==> src/rtl/fifo_word_unpacker.sv <==
// Read side of the multi-lane word FIFO: pops one wide word and streams its
// lanes one per beat on a valid/ready interface, marking the final lane.
module fifo_word_unpacker #(
  parameter int NUM_FIFOS = 2,
  parameter int WIDTH     = 8,
  parameter bit LSB_FIRST = 1'b1,
  parameter int CNT_W     = 16
) (
  input  logic                       read_clk,
  input  logic                       rst,
  input  logic                       fifo_empty,
  output logic                       fifo_read_en,
  input  logic [NUM_FIFOS*WIDTH-1:0] fifo_data,
  output logic [WIDTH-1:0]           out_data,
  output logic                       out_valid,
  input  logic                       out_ready,
  output logic                       out_last,
  output logic                       busy,
  output logic [CNT_W-1:0]           words_done
);

  localparam int IDX_W = (NUM_FIFOS > 1) ? $clog2(NUM_FIFOS) : 1;
  localparam logic [IDX_W-1:0] LAST_IDX = IDX_W'(NUM_FIFOS - 1);

  typedef enum logic [1:0] {
    IDLE = 2'd0,
    WAIT = 2'd1,
    SEND = 2'd2
  } state_t;

  state_t                     state_q, state_d;
  logic [NUM_FIFOS*WIDTH-1:0] word_q, word_d;
  logic [IDX_W-1:0]           idx_q, idx_d;
  logic [WIDTH-1:0]           data_q, data_d;
  logic                       valid_q, valid_d;
  logic                       last_q, last_d;
  logic [CNT_W-1:0]           cnt_q, cnt_d;
  logic                       pop_req;

  // Map a beat index to its lane, honouring the configured send order.
  function automatic logic [WIDTH-1:0] lane_sel(input logic [NUM_FIFOS*WIDTH-1:0] word,
                                                input logic [IDX_W-1:0]           idx);
    logic [IDX_W-1:0] pos;
    if (LSB_FIRST) begin
      pos = idx;
    end else begin
      pos = LAST_IDX - idx;
    end
    return word[pos*WIDTH +: WIDTH];
  endfunction

  // Next-state, datapath and pop-request logic.
  always_comb begin
    state_d = state_q;
    word_d  = word_q;
    idx_d   = idx_q;
    data_d  = data_q;
    valid_d = valid_q;
    last_d  = last_q;
    cnt_d   = cnt_q;
    pop_req = 1'b0;
    case (state_q)
      IDLE: begin
        pop_req = ~fifo_empty;
        if (!fifo_empty) begin
          state_d = WAIT;
        end else begin
          state_d = IDLE;
        end
      end
      WAIT: begin
        // Read data arrives one cycle after the pop; preload the first lane.
        word_d  = fifo_data;
        idx_d   = {IDX_W{1'b0}};
        data_d  = lane_sel(fifo_data, {IDX_W{1'b0}});
        last_d  = 1'b0;
        valid_d = 1'b1;
        state_d = SEND;
      end
      SEND: begin
        if (out_ready) begin
          if (idx_q == LAST_IDX) begin
            cnt_d   = cnt_q + 1'b1;
            valid_d = 1'b0;
            pop_req = ~fifo_empty;
            if (!fifo_empty) begin
              state_d = WAIT;
            end else begin
              state_d = IDLE;
            end
          end else begin
            idx_d  = idx_q + 1'b1;
            data_d = lane_sel(word_q, idx_q + 1'b1);
            last_d = ((idx_q + 1'b1) == LAST_IDX);
          end
        end else begin
          state_d = SEND;
        end
      end
      default: begin
        state_d = IDLE;
        valid_d = 1'b0;
      end
    endcase
  end

  // State and output registers with synchronous reset.
  always_ff @(posedge read_clk) begin
    if (rst) begin
      state_q <= IDLE;
      word_q  <= {(NUM_FIFOS*WIDTH){1'b0}};
      idx_q   <= {IDX_W{1'b0}};
      data_q  <= {WIDTH{1'b0}};
      valid_q <= 1'b0;
      last_q  <= 1'b0;
      cnt_q   <= {CNT_W{1'b0}};
    end else begin
      state_q <= state_d;
      word_q  <= word_d;
      idx_q   <= idx_d;
      data_q  <= data_d;
      valid_q <= valid_d;
      last_q  <= last_d;
      cnt_q   <= cnt_d;
    end
  end

  assign fifo_read_en = pop_req & ~rst;
  assign out_data     = data_q;
  assign out_valid    = valid_q;
  assign out_last     = last_q;
  assign busy         = (state_q != IDLE);
  assign words_done   = cnt_q;

endmodule

==> config.mk <==
export PLATFORM = sky130hd
export DESIGN_NAME = fifo_word_unpacker
export DESIGN_NICKNAME = d
export VERILOG_FILES = /design/src/rtl/fifo_word_unpacker.sv
export SDC_FILE = /design/constraint.sdc
export NUM_CORES = 1
export LEC_CHECK = 0
export ABC_AREA = 1
export BUFFER_PORTS_ARGS = -buffer_cell sky130_fd_sc_hd__buf_2
export CAP_MARGIN = 20
export CORE_MARGIN = 2
export CORE_UTILIZATION = 42
export DETAILED_ROUTE_END_ITERATION = 16
export GPL_ROUTABILITY_DRIVEN = 0
export PLACE_DENSITY_LB_ADDON = 0.3
export SLEW_MARGIN = 15
export SYNTH_ARGS = -nofsm -noshare
export SYNTH_HDL_FRONTEND = slang
export SYNTH_SLANG_ARGS = --single-unit
export TNS_END_PERCENT = 1
==> constraint.sdc <==
create_clock -name read_clk -period 1.85 [get_ports read_clk]
set_clock_uncertainty 0.1 [all_clocks]
set_input_delay 0.2775 -clock read_clk [delete_from_list [all_inputs] [get_ports read_clk]]
set_output_delay 0.2775 -clock read_clk [all_outputs]
set_load 0.02 [all_outputs]
==> metrics.txt <==
TritonCTS clock tree=yes; deepest level of the CTS H-tree=2; Final Hold Vio Count=0; number of stages on the worst hold path=2; number of inserted diodes=0; total grt overflow=0; Die Outline Area=0.00551 mm2; Clock Pin Slew Worst Setup and Hold Paths=0.08 ns; Yosys warnings=0; Power, Total=1890 uW; post-synth top area cell=sky130_fd_sc_hd__dfxtp_1; Tot GR Track Use=0.176; kind of end point of the critical path=output port; unrepaired setup endpoints after global routing=false; core outline area=around 0.0048 mm2; endpoint with the worst hold slack=state_q[0]; source-to-sink clock delay at the later pin of the worst-skew pair=0.30 ns; vias in the first global route=1771; Leakage Power=0.00113 uW; pin count of the biggest net entering global routing=26; number of remaining DRC errors=0; type of origin of the critical path=flip-flop; Vias/cell=4.83; top area cells in the synthesized netlist=sky130_fd_sc_hd__dfxtp_1 (43%), sky130_fd_sc_hd__nor2_1 (7.8%), sky130_fd_sc_hd__a21oi_1 (7.5%), sky130_fd_sc_hd__nand2_1 (6.7%), sky130_fd_sc_hd__o21ai_0 (5.8%); library cell contributing the largest single delay on the critical path=sky130_fd_sc_hd__dfxtp_1; routed len/inst=11.0 um; worst-case headroom to the max-slew limit=0.723; detailed-routing iteration count for the pre-antenna-repair pass=4; required time of the critical path=1.47 ns; Avg Synthesized Cell Area=between 7 and 8 um2; Pwr per Cell Area=768 mW/mm2; post-synthesis net count=305; reported max-cap violation count=0; worst stage delay on the critical path=0.37 ns; Max Clock Freq=579 MHz; count of nets left with antenna violations after detail routing=0; Std-Cell Rows=25; Synth-to-Final Area Change=18.8%; drt total wl=4.42 mm; Worst IR Drop VDD=501 uV; worst hold start=fifo_empty; origin of the critical flop-to-flop path=idx_q; antenna violations before repair=0; Slew @ Worst Pin=0.413 ns; aggregate negative setup slack=0 ns; total number of nets in the final design=354; Max clock buf depth=2; final period demand of the worst path=1.73 ns; end of the worst register-to-register path=out_data[4]; status=finished, final reports clean; Die H=74.2 um; setup slack on the worst flop-to-flop path=0.31 ns; number of cell instances on the worst register-to-register path=5; count of endpoints failing setup in the final report=0; total clock buffers created by CTS=5; number of sinks driven by the clock tree=45; starting density of the core=0.436; endpoint arrival time on the critical path=1.35 ns; first-pass GRT wire length=~7.6 mm; register area share after synthesis=0.435; crit share post-route=0.934; kind of critical path=reg2out; top-area cell type share of the netlist area=0.435; half-perimeter wire length after detailed placement=3.22 mm; flops & latches, synth=45; Pins Over Slew Limit=0; DR iter-0 viols=110; Buffers on Ports=47; top fanout value on the critical path=5; cell chosen for the clock root=sky130_fd_sc_hd__clkbuf_8; synthesized instance count=284; Hold/Removal Path Class=in2reg; Vias=1936; netlist area before placement=between 0.002 and 0.0025 mm2; top-level port count=48; post-CTS setup-driven buffer insertion count=0; share of cells above drive strength 1=0.240; library cells used by synthesis=31; die boundary width=74.2 um; cell chain of the critical path=nand2_2 > a2111oi_1 > buf_2
## worst max-delay path, delay by kind of cell (launching register included)
kind                   cells  cell delay, ns
DFF                        1            0.37
buffers and inverters      1            0.23
and+or+nand+nor            1            0.13
AOI/OAI and AO/OA          1            0.34
## worst max path at each step
stage | from | endpoint | slack [ns] | cells after the start
2_1_floorplan | idx_q | fifo_read_en | 0.12 | 2
3_3_place_gp | out_ready | words_done[13] | 0.34 | 8
3_5_place_dp | out_ready | fifo_read_en | 0.31 | 4
4_1_cts | idx_q | fifo_read_en | 0.04 | 3
5_1_grt | idx_q | fifo_read_en | 0.04 | 3
6_report | idx_q | fifo_read_en | 0.12 | 3
## layer usage
| layer | vias to the layer above | share of wire | global-route usage |
|---|---|---|---|
| met5 | - | 0 | 0 |
| met3 | 5 | 0.063 | 0.0434 |
| met1 | 857 | 0.48 | 0.229 |
| met4 | 0 | 0.014 | 0.0813 |
| met2 | 53 | 0.45 | 0.275 |
| li1 | 1021 | - | - |
## per-stage QoR
step | setup slack (ns) | instance area [um2] | std cells | utilization | hold WS (ns)
6_report | 0.123 | 2460 | 401 | 0.518 | 0.0624
5_1_grt | 0.0443 | 2460 | 401 | 0.518 | 0.0757
4_1_cts | 0.0404 | 2460 | 401 | 0.517 | 0.0527
3_5_place_dp | 0.313 | 2380 | 393 | 0.500 | 0.349
3_3_place_gp | 0.337 | 2380 | 393 | 0.500 | 0.342
2_1_floorplan | 0.125 | 2070 | 284 | - | 0.267
## synthesized netlist by cell type (all sizes together)
master   number
clkinv        1
a21oi        33
dfxtp        45
nand2        39
inv          37
ha            1
nand3        15
nor3          2
xor2          1
o21a          2
o21bai        1
nand3b        2
nand4         2
o21ai        37
a22oi         4
nor2         49
clkbuf        3
buf           8
a2111oi       2
## what timing repair did
action	CTS	global route
resized for setup	0	1
hold buffers	0	0
setup endpoints to repair	0	1
## state kept, by name (all words and copies together), names as in the netlist
| signal | count |
|---|---|
| out_data | 8 |
| out_valid | 1 |
| words_done | 16 |
| state_q | 2 |
| word_q | 16 |
| out_last | 1 |
| idx_q | 1 |
## cell type report
class | instances | area (um2)
Clock buffer | 6 | 72.6
Clock inverter | 2 | 10.0
Fill cell | 504 | 2290
Inverter | 38 | 143
Multi-Input combinational cell | 190 | 972
Sequential cell | 45 | 901
Tap cell | 67 | 83.8
Timing Repair Buffer | 53 | 280
## cells in the final DEF (no fill, tap or decap), drive strengths merged
cell type and n:
o21bai 1, a21oi 33, nand2 39, o21a 2
inv 37, clkinv 3, nand3 15, buf 53
a22oi 4, a2111oi 2, ha 1, o21ai 37
nor3 2, nor2 49, xor2 1, nand3b 2
clkbuf 6, dfxtp 45, nand4 2
## power breakdown
part | leakage [uW] | total (uW) | internal (uW) | switching (uW)
Combinational | 0.000722 | 256 | 93.9 | 162
Sequential | 0.000367 | 1050 | 1020 | 29.4
Clock | 0.0000450 | 586 | 262 | 323
Total | 0.00113 | 1890 | 1380 | 515
## cells by family (layout without fill, tap and decap cells)
group | Yosys count | count (layout) | synth area share
and+or+nand+nor | 109 | 109 | 0.251
AOI/OAI and AO/OA | 79 | 79 | 0.207
buffers and inverters | 49 | 99 | 0.0978
DFF | 45 | 45 | 0.435
adders and majority gates | 1 | 1 | 0.00604
xor gates and xnor gates | 1 | 1 | 0.00423
Power figures use the tool's default switching activity.
